$ cat config.mk
export PLATFORM = sky130hd
export DESIGN_NAME = fifo_sync_param
export DESIGN_NICKNAME = d
export VERILOG_FILES = /design/src/rtl/fifo_sync_param.sv
export SDC_FILE = /design/constraint.sdc
export NUM_CORES = 1
export LEC_CHECK = 0
export ABC_AREA = 1
export CORE_ASPECT_RATIO = 1.1
export CORE_MARGIN = 5
export CORE_UTILIZATION = 40
export CTS_CLUSTER_DIAMETER = 120
export CTS_CLUSTER_SIZE = 16
export DETAILED_ROUTE_END_ITERATION = 12
export GPL_TIMING_DRIVEN = 0
export PLACE_DENSITY_LB_ADDON = 0.1
export SYNTH_ARGS = -nofsm -noshare
export SYNTH_HDL_FRONTEND = slang
export SYNTH_SLANG_ARGS = --single-unit
$ cat constraint.sdc
create_clock -name clk -period 2.5 [get_ports clk]
set_clock_uncertainty 0.2 [all_clocks]
set_input_delay 0.25 -clock clk [delete_from_list [all_inputs] [get_ports clk]]
set_output_delay 0.25 -clock clk [all_outputs]
set_load 0.05 [all_outputs]
$ cat src/rtl/fifo_sync_param.sv
// fifo_sync_param: single-clock synchronous FIFO on a register array.
// Configurable width/depth, almost-full/almost-empty thresholds, an exact
// occupancy count and overflow/underflow error pulses.
// Optional build macro: FIFO_FWFT_EN selects first-word fall-through reads
// (data_o shows mem[rd_ptr] combinationally, data_valid = ~empty).
// Undefined (default): registered read with 1-cycle latency.
module fifo_sync_param #(
    parameter int DATA_W    = 8,
    parameter int DEPTH     = 64,
    parameter int AF_THRESH = 48,
    parameter int AE_THRESH = 16
) (
    input  logic                    clk,
    input  logic                    reset,
    input  logic [DATA_W-1:0]       data_in,
    input  logic                    wr_en,
    input  logic                    rd_en,
    output logic [DATA_W-1:0]       data_o,
    output logic                    data_valid,
    output logic                    empty,
    output logic                    full,
    output logic                    almost_empty,
    output logic                    almost_full,
    output logic [$clog2(DEPTH):0]  count,
    output logic                    overflow,
    output logic                    underflow
);

    localparam int AW = $clog2(DEPTH);
    localparam int CW = AW + 1;

    logic [DATA_W-1:0] r_mem [DEPTH];
    logic [AW-1:0]     r_wr_ptr;
    logic [AW-1:0]     r_rd_ptr;
    logic [CW-1:0]     r_count;
    logic              r_overflow;
    logic              r_underflow;

    logic              w_empty;
    logic              w_full;
    logic              w_rd_acc;
    logic              w_wr_acc;

    // Status decodes of the registered occupancy.
    assign w_empty      = (r_count == '0);
    assign w_full       = (r_count == CW'(DEPTH));
    assign empty        = w_empty;
    assign full         = w_full;
    assign almost_empty = (r_count <= CW'(AE_THRESH));
    assign almost_full  = (r_count >= CW'(AF_THRESH));
    assign count        = r_count;
    assign overflow     = r_overflow;
    assign underflow    = r_underflow;

    // A read frees a slot in the same cycle, so a full FIFO still takes a
    // write alongside an accepted read.
    assign w_rd_acc = rd_en & ~w_empty;
    assign w_wr_acc = wr_en & (~w_full | w_rd_acc);

    // Storage write; the array is deliberately left out of reset.
    always_ff @(posedge clk) begin
        if (w_wr_acc && !reset) begin
            r_mem[r_wr_ptr] <= data_in;
        end
    end

    // Pointers, occupancy count and error pulses.
    always_ff @(posedge clk) begin
        if (reset) begin
            r_wr_ptr    <= '0;
            r_rd_ptr    <= '0;
            r_count     <= '0;
            r_overflow  <= 1'b0;
            r_underflow <= 1'b0;
        end else begin
            if (w_wr_acc) begin
                r_wr_ptr <= r_wr_ptr + AW'(1);
            end
            if (w_rd_acc) begin
                r_rd_ptr <= r_rd_ptr + AW'(1);
            end
            case ({w_wr_acc, w_rd_acc})
                2'b10:   r_count <= r_count + CW'(1);
                2'b01:   r_count <= r_count - CW'(1);
                default: r_count <= r_count;
            endcase
            r_overflow  <= wr_en & ~w_wr_acc;
            r_underflow <= rd_en & ~w_rd_acc;
        end
    end

`ifdef FIFO_FWFT_EN
    // Fall-through read: the head entry is always on the output.
    assign data_o     = r_mem[r_rd_ptr];
    assign data_valid = ~w_empty;
`else
    logic [DATA_W-1:0] r_data_o;
    logic              r_data_valid;

    // Registered read: data_o updates only on an accepted read, else holds.
    always_ff @(posedge clk) begin
        if (reset) begin
            r_data_o     <= '0;
            r_data_valid <= 1'b0;
        end else begin
            r_data_valid <= w_rd_acc;
            if (w_rd_acc) begin
                r_data_o <= r_mem[r_rd_ptr];
            end
        end
    end

    assign data_o     = r_data_o;
    assign data_valid = r_data_valid;
`endif

endmodule

==> impl_metrics.json <==
{
  "outcome": "finished with violations",
  "violations": "setup timing",
  "relSlewSlack_pct": 34.0,
  "dp_cells": 2950,
  "drt_iter0_drc": 1474,
  "grt_antenna_before_repair": 0,
  "ys_seq_area_share_pct": 69.4,
  "ys_warn_count": 0,
  "tns_ps": -191,
  "vias": 15640,
  "period_needed_ps": 2520,
  "pwr_density_cell_nw_per_um2": 786,
  "maxCapViolations": 0,
  "maxSlewViolCount": 0,
  "synthArstFlopShare_pct": 0,
  "final_cell_area_um2": 25900,
  "synth_area_leaders": "edfxtp_1 (67%), nand2_1 (11%), nand3_1 (6.1%)",
  "clk_pin_slew_ps": 80,
  "overflow": 0,
  "die_h_um": 262,
  "fin_util_pct": 45.3,
  "wl_per_cell_um": 22.3,
  "p_leak_nw": 9.75,
  "fin_crit_sh_pct": 101,
  "postSynthAreaPerCell_um2": 10.6,
  "synth.distinct_cells": 35,
  "rows": 92,
  "path_class": "flop to flop",
  "routed_wirelength_mm": 67.5,
  "max_freq_mhz": 396,
  "synthCells": 2161,
  "synthesis.area_um2": 23000,
  "yosys.area.top_type": "edfxtp_1",
  "post-route-worst-setup-slack_ps": -23.3,
  "clock_sinks": 542,
  "die_x_um": 239,
  "grt_max_degree": 65,
  "hold_path_class": "primary input to flop",
  "gp_congestion": 0.884,
  "ant_nets": 0,
  "start_util_pct": 40.3,
  "grt_pass1_vias": 15346,
  "final_nets": 2278,
  "ir_worst_vdd_mv": 0.557,
  "top_level_ports": 34,
  "worstMarginPinSlew_ps": 987,
  "io_buffers": 33,
  "track_usage_pct": 21.4,
  "numCtsBuffers": 39,
  "post_dp_cell_area_um2": 24400,
  "synth_commonest_cells": "nand2_1 (660), edfxtp_1 (512), nand3_1 (282)",
  "cts_root_buf": "clkbuf_16",
  "whs_ps": 15.9,
  "end_kind": "flop",
  "cts_tree": "done",
  "crit_fanout": 8,
  "synth_edf_count": 512,
  "setup_violations": 16,
  "cts_buffer_depth": 3,
  "via_per_inst": 5.17,
  "synth_top_area_share_pct": 66.8,
  "layout-drive-gt1-share_pct": 11.6,
  "coreArea_um2": 57100,
  "dieArea_um2": 62400,
  "dr.pass1.iters": 6,
  "finalHoldViolations": 0,
  "area_growth_pct": 12.4,
  "grt_pass1_wl_mm": 98.3,
  "start_kind": "flop",
  "drc": 0,
  "yosys_register_bits": 542,
  "diodes": 0,
  "cp.arrival_ps": 2520,
  "post-place-ws_ps": -1340,
  "synth.most_common_cell": "nand2_1",
  "finalPower_mw": 20.3,
  "syn_nets": 2181,
  "htreeDepth": 2,
  "rsz0062_at_grt": "yes",
  "hpwl_mm": 45.8,
  "worstSkewPairLatency_ps": 580,
  "finalNonFillerCells": 3025,
  "worstPathRequired_ps": 2500,
  "yosys_most_used_dff": "edfxtp_1"
}
## power by group
group          internal [mW]  switching [mW]
combinational           1.24            3.03
clock                   2.90            3.04
sequential              10.0           0.114
total                   14.2            6.18
## area by class of cell
cell class / count / area, um^2
inverters: 160 / 606
multi-input cells: 1348 / 6030
well taps: 752 / 941
flip-flops and latches: 542 / 16000
fillers: 5433 / 31200
plain buffers: 111 / 693
clock buffers: 55 / 1050
repair buffers: 56 / 542
clock inverters: 1 / 8.76
## critical path, cell delays in order, from the launching register on
cell and delay, ps:
dfxtp_4 410, nor2_2 50, nand2_2 110, nor2_2 60
nand2_2 80, nand2_4 90, nor2_2 200, nand4_1 140
buf_4 210, nor2_1 570
## final timing paths
path	start	endpoint	slack, ps	depth (start not counted)
hold reg to reg	count[0]	count[0]	320	1
setup / recovery	count[0]	r_mem[30][7]	-20	9
setup reg to reg	count[0]	r_mem[30][7]	-20	9
hold / removal	data_in[4]	r_mem[16][4]	20	1
## layer usage
| layer | track usage (%) | up-vias | share of wire (%) | wire length, um |
|---|---|---|---|---|
| li1 | - | 7407 | - | - |
| met1 | 28.2 | 7731 | 42 | 28700 |
| met2 | 37.0 | 397 | 50 | 33500 |
| met3 | 2.63 | 105 | 4.9 | 3280 |
| met4 | 6.84 | 0 | 3.1 | 2060 |
| met5 | 0 | - | 0 | 0 |
## cell families (layout without fill, tap and decap cells)
| kind of cell | count (synthesis) | count (layout) | synth area share [%] |
|---|---|---|---|
| buf+inv | 271 | 383 | 5.51 |
| simple gates | 1218 | 1218 | 21.7 |
| xor+xnor | 4 | 4 | 0.152 |
| flops | 542 | 542 | 69.4 |
| fa+ha+maj | 8 | 8 | 0.468 |
| compound gates | 118 | 118 | 2.74 |
## layout by cell type, fill, tap and decap left out, types with 3 or more instances in the layout
cell / count
nand2_1: 657
edfxtp_1: 512
nand3_1: 282
nor2_1: 187
inv_1: 154
o21ai_0: 56
nor2_2: 55
a21oi_1: 46
buf_4: 45
buf_2: 44
clkbuf_16: 39
clkbuf_1: 32
dfxtp_1: 23
clkdlybuf4s50_1: 22
nor2_4: 15
buf_6: 14
nand4_1: 8
clkbuf_2: 8
nand2_2: 6
dfxtp_4: 6
clkbuf_4: 5
ha_1: 5
o21ai_1: 4
o21ai_2: 4
a21oi_2: 4
nor3_1: 3
inv_2: 3
xnor2_1: 3
buf_1: 3
dlygate4sd2_1: 3
## sequential cells by signal, indices dropped and copies added (netlist names)
name	cells
r_mem	512
data_o	8
count	7
r_rd_ptr	6
r_wr_ptr	6
data_valid	1
overflow	1
underflow	1
## timing repair
| action | CTS | global route |
|---|---|---|
| hold buffers | 1 | 0 |
| pin swaps | 0 | 2 |
| gates resized for setup | 42 | 61 |
| endpoints found under the setup margin | 522 | 362 |
| setup buffers | 17 | 1 |
| endpoints found under the hold margin | 1 | 0 |
(Power assumes the default switching activity.)
